### config.mk
export PLATFORM = sky130hd
export DESIGN_NAME = ksa32_sum_pipe
export DESIGN_NICKNAME = d
export VERILOG_FILES = /design/src/rtl/ksa32_sum_pipe.sv
export SDC_FILE = /design/constraint.sdc
export NUM_CORES = 1
export LEC_CHECK = 0
export BUFFER_PORTS_ARGS = -buffer_cell sky130_fd_sc_hd__clkbuf_2
export CORE_UTILIZATION = 51
export CTS_BUF_LIST = sky130_fd_sc_hd__clkbuf_8
export CTS_CLUSTER_SIZE = 25
export DETAILED_ROUTE_END_ITERATION = 6
export PLACE_DENSITY = 0.88
export SLEW_MARGIN = 20
export SYNTH_ARGS = -nofsm -noshare
export SYNTH_HDL_FRONTEND = slang
export SYNTH_SLANG_ARGS = --single-unit
### constraint.sdc
create_clock -name clk -period 1.9 [get_ports clk]
set_input_delay 0.095 -clock clk [delete_from_list [all_inputs] [get_ports clk]]
set_output_delay 0.095 -clock clk [all_outputs]
set_load 0.02 [all_outputs]
### src/rtl/ksa32_sum_pipe.sv
// Kogge-Stone sum stage: carries from group G/P, sum = P_bit ^ c, carry-out and optional signed overflow (KSA_SUM_OVF_EN).
// Latency 1 cycle; full throughput through a main register plus one skid register.
// Backpressure: in_ready = !skid_valid, registered-derived, no combinational path from out_ready.
module ksa32_sum_pipe (
    input  logic        clk,
    input  logic        rst_n,
    input  logic        in_valid,
    output logic        in_ready,
    input  logic [31:0] G_grp,
    input  logic [31:0] P_grp,
    input  logic [31:0] P_bit,
    input  logic        c_in,
    output logic        out_valid,
    input  logic        out_ready,
    output logic [31:0] sum,
    output logic        c_out,
    output logic        ovf
);

    // c[i+1] = G[i:0] | P[i:0] & c_in; c[0] = c_in
    logic [32:0] carry;
    logic [31:0] sum_dat;
    logic        accept;
    logic        drain;

    logic        m_vld;
    logic [31:0] m_sum;
    logic        m_cout;
    logic        s_vld;
    logic [31:0] s_sum;
    logic        s_cout;

    assign carry    = {G_grp | (P_grp & {32{c_in}}), c_in};
    assign sum_dat  = P_bit ^ carry[31:0];

    assign in_ready  = rst_n & ~s_vld;
    assign out_valid = m_vld;
    assign sum       = m_sum;
    assign c_out     = m_cout;
    assign accept    = in_valid & in_ready;
    assign drain     = m_vld & out_ready;

`ifdef KSA_SUM_OVF_EN
    logic ovf_dat;
    logic m_ovf;
    logic s_ovf;

    assign ovf_dat = carry[31] ^ carry[32];
    assign ovf     = m_ovf;

    always_ff @(posedge clk) begin
        if (!rst_n) begin
            m_ovf <= 1'b0;
            s_ovf <= 1'b0;
        end else if (!m_vld) begin
            if (accept) m_ovf <= ovf_dat;
        end else if (!s_vld) begin
            if (accept && drain)  m_ovf <= ovf_dat;
            else if (accept)      s_ovf <= ovf_dat;
        end else if (drain) begin
            m_ovf <= s_ovf;
        end
    end
`else
    assign ovf = 1'b0;
`endif

    always_ff @(posedge clk) begin
        if (!rst_n) begin
            m_vld  <= 1'b0;
            m_sum  <= 32'd0;
            m_cout <= 1'b0;
            s_vld  <= 1'b0;
            s_sum  <= 32'd0;
            s_cout <= 1'b0;
        end else if (!m_vld) begin
            if (accept) begin
                m_vld  <= 1'b1;
                m_sum  <= sum_dat;
                m_cout <= carry[32];
            end
        end else if (!s_vld) begin
            if (accept && drain) begin
                m_sum  <= sum_dat;
                m_cout <= carry[32];
            end else if (accept) begin
                s_vld  <= 1'b1;
                s_sum  <= sum_dat;
                s_cout <= carry[32];
            end else if (drain) begin
                m_vld  <= 1'b0;
            end
        end else if (drain) begin
            // skid entry moves up; input was blocked this cycle
            s_vld  <= 1'b0;
            m_sum  <= s_sum;
            m_cout <= s_cout;
        end
    end

endmodule

==> results of run 1 <==
-- placed cells by master, fill, tap and decap left out, types with 8 or more instances in the layout --
cell type	instances
xor2_1	32
clkbuf_2	134
clkbuf_8	9
nand2_1	33
o311ai_1	29
o211ai_2	30
mux2i_1	33
nand4_1	31
dfxtp_1	68
buf_4	8
a21oi_1	33
-- per-layer routing --
metal | global-route usage | up-vias
li1 | - | 1595
met1 | 0.293 | 1561
met2 | 0.440 | 148
met3 | 0.0492 | 13
met4 | 0.114 | 0
met5 | 0 | -
-- logic make-up after synthesis --
| logic type | share of synthesized area |
|---|---|
| AO/OA/AOI/OAI | 0.249 |
| AND/OR/NAND/NOR | 0.117 |
| flip-flops | 0.389 |
| buffers and inverters | 0.0687 |
| multiplexers | 0.0945 |
| XOR/XNOR | 0.0801 |
| other | 0.00107 |
-- flip-flops by register name, summed over array words and instances, names as in the netlist --
register / count
c_out: 1
out_valid: 1
s_cout: 1
s_sum: 32
s_vld: 1
sum: 32
-- area by class of cell --
cell class / instances / area share
multi-input combinational: 246 / 0.436
tap: 77 / 0.0220
clock inverter: 7 / 0.0185
timing repair buffer: 146 / 0.181
inverter: 4 / 0.00399
sequential: 68 / 0.310
clock buffer: 9 / 0.0282
-- per-stage QoR --
stage	total power [mW]	hold WS, ns	std cells
floorplan	1.99	0.192	358
global placement	2.21	0.412	541
detailed placement	2.24	0.424	541
CTS	3.46	0.0486	557
global route	3.58	0.0605	557
finish	3.44	0.0620	557
-- path summary, 6_finish.rpt --
path	start	slack, ns	to	cells past startpoint
worst max-delay path	out_valid	0.12	sum[7]	4
worst min-delay path	P_bit[6]	0.06	sum[6]	3
worst max register to register	out_valid	0.12	sum[7]	4
worst min register to register	s_cout	0.46	s_cout	2
-- worst register-to-register path, delay by kind of cell, from the launching register on --
| kind | cells | cell delay (ns) |
|---|---|---|
| simple gates | 1 | 0.72 |
| flops | 1 | 0.40 |
| compound gates | 2 | 0.26 |
| buf+inv | 1 | 0.34 |
-- power groups by stage --
stage	logic (mW)	clock network, mW	registers, mW
3_5_place_dp	0.647	0	1.59
2_1_floorplan	0.343	0	1.65
5_1_grt	0.702	1.31	1.56
6_report	0.651	1.23	1.56
4_1_cts	0.651	1.25	1.56
3_3_place_gp	0.625	0	1.59
==> results.txt, run 1 <==
Worst EP arrival - 2.06 ns
Seq pwr share - 0.453
Worst-skew pair later-pin latency - 0.35 ns
CTS Buf Count - 9
CP Capture Type - register
Total clock sinks - 68
Final Max Tran Viols - 0
Initial antenna violation count - 0
Core ar. - 6490 um2
DRT antenna net count - 0
Core Rows - 29
Largest net degree at the start of global routing - 51
NetSw - 1.05 mW
Final setup margin - 0.119 ns
WP buf/inv - 1
Most numerous cell in the Yosys netlist - dfxtp_1
Final Util - 0.676
Remaining Overflow, GRT - 0
Dpl ws - 0.139 ns
Post-route DRC - 10
Worst Max-Slew Pin Slew - 0.866 ns
Fmax achieved - 0.562 GHz
Gate Count Post-Synth - 358
Min-Delay Path Class - input port to register
Initial Utilization - 0.538
VDD IR max - 0.396 mV
Max Cap Viol - 0
Ports - 137
Synth unique cells - 31
Max-slew headroom - 0.420
CP delay by family, top - simple AND/OR/NAND/NOR gates
Placed Area - 4180 um2
Cell leakage power - 2.17 nW
Vias in the first global route - 3127
Number of gates resized after CTS - 0
Switching Fraction - 0.306
Worst Skew - 0.0112 ns
Critical Path Source Type - register
Post-CTS Setup Bufs - 0
Ant. Diodes - 0
Setup TNS - 0 ns
Root Driver - clkbuf_8
Final setup vio count - 0
CP cell instances - nor2b_2 -> buf_4 -> o311ai_1 -> o211ai_2
Yosys warnings - 0
CTS tree - yes
Final HPWL DP - 6110 um
# port buffers - 135
Met3 WL - 571 um
Cell area power density - 783 nW/um2
CP max FO - 21
Post-synth EDFFs - 0
Syn-to-layout area delta - 25.5%
Register area share after synthesis - 0.389
Cell Int Power - 2.39 mW
Number of fill cells - 510
NumNets Final - 576
Global-route wire length before repair - 14300 um
Failing checks - DRC
Worst endpoint required time - 2.18 ns
Top FF cell, synth - dfxtp_1
Area occupied by multi-input gates - 1910 um2
Mapped Nets - 459
Clk slew on worst S/H paths - 0.09 ns
M1 WL - 3610 um
Share of the synthesized area in the top cell type - 0.389
Die Ht - 84.8 um
Die Wd - 84.8 um
Highest metal used - met4
Critical Setup Path Class - register to register
Total GRT Usage - 0.250
Clock buffer depth - 2
Post-Route WL - 8810 um
Clock power share - 0.357
Reg area - 1360 um2
Hold Buf Count CTS - 0
Htree depth - 3
Synth Register Bits - 68
Leading area contributor after synthesis - dfxtp_1
Via count - 3317
Tmin final - 1.78 ns
Count of final hold-check violations - 0
Critical-path top delay cell - nor2b_2
GPL Wtd Cong - 0.755
Share of cells above drive strength 1 - 0.413
Post-synth ARST share - 0
Worst stage delay on the critical path - 0.72 ns
Comb pwr share - 0.189
Avg Vias per Cell - 5.96
WL per Instance - 15.8 um
Synthesized cell area - 3500 um2
DR iter-0 viols - 211
Status - complete, but fails checks
Post-synth top cells - dfxtp_1, a21oi_1, mux2i_1, nand2_1, xor2_1
Die ar. - 7190 um2
Final instance area - 4390 um2
RSZ-0062 raised after global routing - false
Synth area leaders - dfxtp_1, o211ai_2, mux2i_1
Synth Area per Inst - 9.77 um2
Fin crit share - 0.937
WL met2 - 4480 um
Drt first pass iters - 7
Note: power is estimated with default switching activity, not from simulation.
==> run 2, diff against run 1 <==
--- a/config.mk
+++ b/config.mk
@@ -7,9 +7,10 @@
 export LEC_CHECK = 0
 export BUFFER_PORTS_ARGS = -buffer_cell sky130_fd_sc_hd__clkbuf_2
 export CORE_UTILIZATION = 51
-export CTS_BUF_LIST = sky130_fd_sc_hd__clkbuf_8
+export CTS_BUF_LIST = sky130_fd_sc_hd__clkbuf_4 sky130_fd_sc_hd__clkbuf_8
 export CTS_CLUSTER_SIZE = 25
 export DETAILED_ROUTE_END_ITERATION = 6
+export GPL_TIMING_DRIVEN = 0
 export PLACE_DENSITY = 0.88
 export SLEW_MARGIN = 20
 export SYNTH_ARGS = -nofsm -noshare
==> results.txt, run 2 (synthesis gave the netlist of run 1 again) <==
Critical Setup Path Class - register to register
Non-Filler Instances - 582 (+4.5%)
Fin crit share - 0.920 (-0.0174)
Critical-path top delay cell - dfxtp_1
Final Max Tran Viols - 0 (unchanged)
Critical hold path startpoint - in_valid
NumNets Final - 603 (+4.7%)
CTS tree - yes
WL per Instance - 16.1 um (+2.0%)
Global-route wire length before repair - 15400 um (+8.0%)
Post-CTS Setup Bufs - 0 (unchanged)
Via count - 3440 (+3.7%)
Final setup vio count - 0 (unchanged)
Ant. Diodes - 0 (unchanged)
NetSw - 0.980 mW (-6.7%)
Reg-to-reg startpoint - out_valid
Worst Skew - 0.00608 ns (-0.00510 ns)
Drt first pass iters - 6 (-1)
Status - complete, but fails checks
Cell Int Power - 2.34 mW (-1.9%)
Setup TNS - 0 ns (unchanged)
Post-Route WL - 9380 um (+6.6%)
Die Wd - 84.8 um (unchanged)
Total GRT Usage - 0.271 (+0.0216)
Fmax achieved - 0.572 GHz (+1.9%)
CP Launch Point - out_valid
Cell area power density - 749 nW/um2 (-4.4%)
Post-route DRC - 10 (unchanged)
Commonest non-fill, non-tap cell in the layout - clkbuf_2
Core ar. - 6490 um2 (unchanged)
Commonest non-fill, non-tap cells in the layout - clkbuf_2, dfxtp_1, a21oi_1
Largest net degree at the start of global routing - 11 (-78%)
Max Cap Viol - 0 (unchanged)
Ports - 137 (unchanged)
Count of final hold-check violations - 0 (unchanged)
Seq pwr share - 0.470 (+0.017)
DR iter-0 viols - 162 (-23%)
Root Driver - clkbuf_8
VDD IR max - 0.411 mV (+3.8%)
Switching Fraction - 0.295 (-0.0106)
Remaining Overflow, GRT - 0 (unchanged)
CP cell instances - and2_1 -> clkbuf_1 -> clkbuf_1 -> nand4_1 -> o211ai_2
Critical Path Source Type - register
R2r endpoint - sum[14]
CP dominant cell by count - clkbuf_1
Tmin final - 1.75 ns (-0.0330 ns)
Worst endpoint required time - 2.18 ns (about the same)
Worst stage delay on the critical path - 0.49 ns (-0.23 ns)
Worst EP arrival - 2.03 ns (-0.03 ns)
CTS Buf Count - 9 (unchanged)
Hold EP - out_valid
Area occupied by multi-input gates - 1900 um2 (-0.85%)
Failing checks - DRC
Hold Buf Count CTS - 0 (unchanged)
Initial antenna violation count - 0 (unchanged)
Number of fill cells - 506 (-0.78%)
DRT antenna net count - 0 (unchanged)
Final HPWL DP - 6890 um (+13%)
GPL Wtd Cong - 0.821 (+8.8%)
Reg area - 1360 um2 (unchanged)
Total power - 3.32 mW (-3.4%)
Initial Utilization - 0.538 (unchanged)
Cell leakage power - 2.18 nW (+0.83%)
Worst-skew pair later-pin latency - 0.35 ns (about the same)
# port buffers - 133 (-1.5%)
Total clock sinks - 68 (unchanged)
Syn-to-layout area delta - 26.8%
Max-slew headroom - 0.627 (+0.207)
Comb pwr share - 0.203 (+0.014)
CP delay by family, top - buffers and inverters
Avg Vias per Cell - 5.91 (-0.75%)
Reg2reg path depth - 5 (+1)
Hold Path Cell Cnt - 3 (unchanged)
Clk slew on worst S/H paths - 0.07 ns (-0.02 ns)
Clock power share - 0.326 (-0.031)
Placed cell count - 568 (+5.0%)
Number of gates resized after CTS - 0 (unchanged)
Die Ht - 84.8 um (unchanged)
Die ar. - 7190 um2 (unchanged)
Reg2Reg Setup Slack - 0.15 ns (+0.03 ns)
Htree depth - 3 (unchanged)
CP max FO - 10 (-52%)
Share of cells above drive strength 1 - 0.382 (-0.0303)
Worst Max-Slew Pin Slew - 0.560 ns (-0.306 ns)
Core Rows - 29 (unchanged)
Min-Delay Path Class - input port to register
CP Capture Type - register
Clock buffer depth - 2 (unchanged)
WP buf/inv - 2 (+1)
Vias in the first global route - 3340 (+6.8%)
RSZ-0062 raised after global routing - false
[run 2: cell count changes in the layout (fill, tap and decap cells not counted), moves of 3 or more]
cell      delta
buf_4        -6
clkbuf_1    +27
buf_2        +6
clkbuf_8     +3
inv_6        -3
[run 2: per-layer routing]
metal  vias up  wire [um]  track usage  share of wire
li1       1633          -            -              -
met1      1617       3960        0.328           0.42
met2       171       4570        0.467           0.49
met3        19        634       0.0383          0.068
met4         0        221        0.145          0.024
met5         -          0            0              0
[run 2: area by class of cell]
class                   count  area share
clock inverters             2     0.00226
plain buffers              40      0.0502
well taps                  77      0.0217
clock buffers              12      0.0372
multi-input cells         246       0.427
inverters                   4     0.00395
flip-flops and latches     68       0.307
repair buffers            133       0.150
[run 2: through the flow]
step	worst slack [ns]	hold WS [ns]	utilization	instance area, um2
2_1_floorplan	0.351	0.192	-	3500
3_3_place_gp	0.259	0.386	0.656	4260
3_5_place_dp	0.219	0.395	0.656	4260
4_1_cts	0.187	0.0226	0.683	4430
5_1_grt	0.0217	0.0552	0.683	4430
6_report	0.152	0.0320	0.683	4430
[run 2: power groups by stage]
stage | logic [mW] | registers [mW] | clock network [mW]
global placement | 0.653 | 1.58 | 0
detailed placement | 0.670 | 1.59 | 0
CTS | 0.674 | 1.56 | 1.09
finish | 0.675 | 1.56 | 1.08
global route | 0.728 | 1.57 | 1.15
floorplan | 0.343 | 1.65 | 0
[run 2: how the worst max path moves through the flow]
stage / cells after the start / to
2_1_floorplan: 5 / sum[10]
3_3_place_gp: 5 / sum[14]
4_1_cts: 5 / sum[10]
6_report: 5 / sum[14]
3_5_place_dp: 5 / sum[10]
5_1_grt: 5 / sum[16]
[run 2: worst min-delay path, stage by stage]
cell and delay, ns:
clkbuf_2 0.11, nand2b_1 0.07, a21oi_1 0.06
==> run 3, diff against run 2 <==
--- a/config.mk
+++ b/config.mk
@@ -6,10 +6,12 @@
 export NUM_CORES = 1
 export LEC_CHECK = 0
 export BUFFER_PORTS_ARGS = -buffer_cell sky130_fd_sc_hd__clkbuf_2
+export CORE_ASPECT_RATIO = 2
 export CORE_UTILIZATION = 51
 export CTS_BUF_LIST = sky130_fd_sc_hd__clkbuf_4 sky130_fd_sc_hd__clkbuf_8
 export CTS_CLUSTER_SIZE = 25
 export DETAILED_ROUTE_END_ITERATION = 6
+export GPL_ROUTABILITY_DRIVEN = 0
 export GPL_TIMING_DRIVEN = 0
 export PLACE_DENSITY = 0.88
 export SLEW_MARGIN = 20
==> results.txt, run 3 (synthesis gave the netlist of run 1 again) <==
Core Rows - 42 (+45%)
Initial Utilization - 0.528 (-0.0103)
Worst endpoint required time - 2.19 ns (about the same)
Count of final hold-check violations - 0 (unchanged)
Critical Setup Path Class - register to register
Max Cap Viol - 0 (unchanged)
Worst EP arrival - 2.05 ns (+0.02 ns)
Hold EP - out_valid
Commonest non-fill, non-tap cells in the layout - clkbuf_2, dfxtp_1, a21oi_1
Fin crit share - 0.929 (+0.00898)
Number of fill cells - 558 (+10%)
Max-slew headroom - 0.624 (-0.00314)
Drt first pass iters - 7 (+1)
Cell leakage power - 2.20 nW (+0.54%)
CTS Buf Count - 9 (unchanged)
CP max FO - 10 (unchanged)
Setup TNS - 0 ns (unchanged)
Tmin final - 1.76 ns (+0.0171 ns)
Status - complete, no violations
Remaining Overflow, GRT - 0 (unchanged)
Fmax achieved - 0.567 GHz (-0.97%)
# port buffers - 133 (unchanged)
DRT antenna net count - 0 (unchanged)
Die ar. - 7210 um2 (+0.29%)
Critical hold path startpoint - in_valid
Reg area - 1360 um2 (unchanged)
Worst-skew pair later-pin latency - 0.36 ns (about the same)
WL per Instance - 16.3 um (+0.88%)
Reg2reg path depth - 5 (unchanged)
Global-route wire length before repair - 15400 um (unchanged)
Post-route DRC - 0 (-10)
RSZ-0062 raised after global routing - false
Final Max Tran Viols - 0 (unchanged)
Ports - 137 (unchanged)
Final HPWL DP - 7320 um (+6.2%)
Core ar. - 6620 um2 (+1.9%)
Via count - 3486 (+1.3%)
Area occupied by multi-input gates - 1900 um2 (unchanged)
Critical Path Source Type - register
Die Wd - 60.6 um (-29%)
Ant. Diodes - 0 (unchanged)
Min-Delay Path Class - input port to register
Total clock sinks - 68 (unchanged)
Die Ht - 119 um (+40%)
NumNets Final - 603 (unchanged)
Clk slew on worst S/H paths - 0.07 ns (about the same)
VDD IR max - 0.523 mV (+27%)
Share of cells above drive strength 1 - 0.385 (+0.00244)
Root Driver - clkbuf_8
Number of gates resized after CTS - 0 (unchanged)
Largest net degree at the start of global routing - 12 (+1)
Final setup vio count - 0 (unchanged)
Clock buffer depth - 2 (unchanged)
DR iter-0 viols - 203 (+25%)
Avg Vias per Cell - 5.86 (-0.88%)
Commonest non-fill, non-tap cell in the layout - clkbuf_2
Reg-to-reg startpoint - s_vld
Hold Path Cell Cnt - 3 (unchanged)
CP Capture Type - register
Total power - 3.48 mW (+4.8%)
R2r endpoint - sum[28]
CTS tree - yes
Hold Buf Count CTS - 0 (unchanged)
Worst Max-Slew Pin Slew - 0.564 ns (+0.00471 ns)
Initial antenna violation count - 0 (unchanged)
Total GRT Usage - 0.283 (+0.0114)
Cell area power density - 776 nW/um2 (+3.7%)
Htree depth - 3 (unchanged)
Reg2Reg Setup Slack - 0.14 ns (-0.02 ns)
Worst Skew - 0.00486 ns (-0.00122 ns)
Post-Route WL - 9680 um (+3.1%)
Syn-to-layout area delta - 28.1%
Vias in the first global route - 3514 (+5.2%)
Post-CTS Setup Bufs - 0 (unchanged)
run 3: cell count changes in the layout (fill, tap and decap cells not counted), sizes merged:
cell      delta
bufinv       +1
clkinvlp     +1
run 3: cell type report:
| class | instances | share of cell area |
|---|---|---|
| plain buffers | 40 | 0.0497 |
| clock buffers | 12 | 0.0355 |
| well taps | 88 | 0.0246 |
| flip-flops and latches | 68 | 0.304 |
| multi-input cells | 246 | 0.423 |
| clock inverters | 4 | 0.0106 |
| repair buffers | 133 | 0.149 |
| inverters | 4 | 0.00391 |
run 3: worst max path at each step:
stage | cells past startpoint | start | to
2_1_floorplan | 5 | out_valid | sum[10]
3_3_place_gp | 5 | out_valid | sum[24]
3_5_place_dp | 5 | out_valid | sum[10]
4_1_cts | 5 | out_valid | sum[28]
5_1_grt | 4 | s_vld | sum[30]
6_report | 5 | s_vld | sum[28]
run 3: per-layer routing:
layer	track usage	share of wire	vias to the layer above
met1	0.283	0.36	1656
met2	0.505	0.56	165
li1	-	-	1637
met3	0.0467	0.047	28
met5	0	0	-
met4	0.179	0.033	0
run 3: per-stage QoR:
step / std cells / hold WS [ns] / utilization / setup slack, ns / instance area [um2]
final: 595 / 0.0293 / 0.676 / 0.135 / 4480
after CTS: 595 / 0.00823 / 0.676 / 0.174 / 4480
after global routing: 595 / 0.0380 / 0.676 / 0.0345 / 4480
after floorplan: 358 / 0.192 / - / 0.351 / 3500
after global placement: 579 / 0.389 / 0.645 / 0.237 / 4270
after detailed placement: 579 / 0.394 / 0.645 / 0.209 / 4270
run 3: critical path: stages, from the launching register on:
cell	delay, ns
dfxtp_1	0.48
and2_1	0.17
clkbuf_1	0.31
clkbuf_1	0.42
nand4_1	0.21
o211ai_2	0.10
run 3: where the power goes:
part | switching [mW] | total, mW | internal [mW]
combinational | 0.407 | 0.678 | 0.270
sequential | 0.0536 | 1.56 | 1.51
clock | 0.552 | 1.24 | 0.687
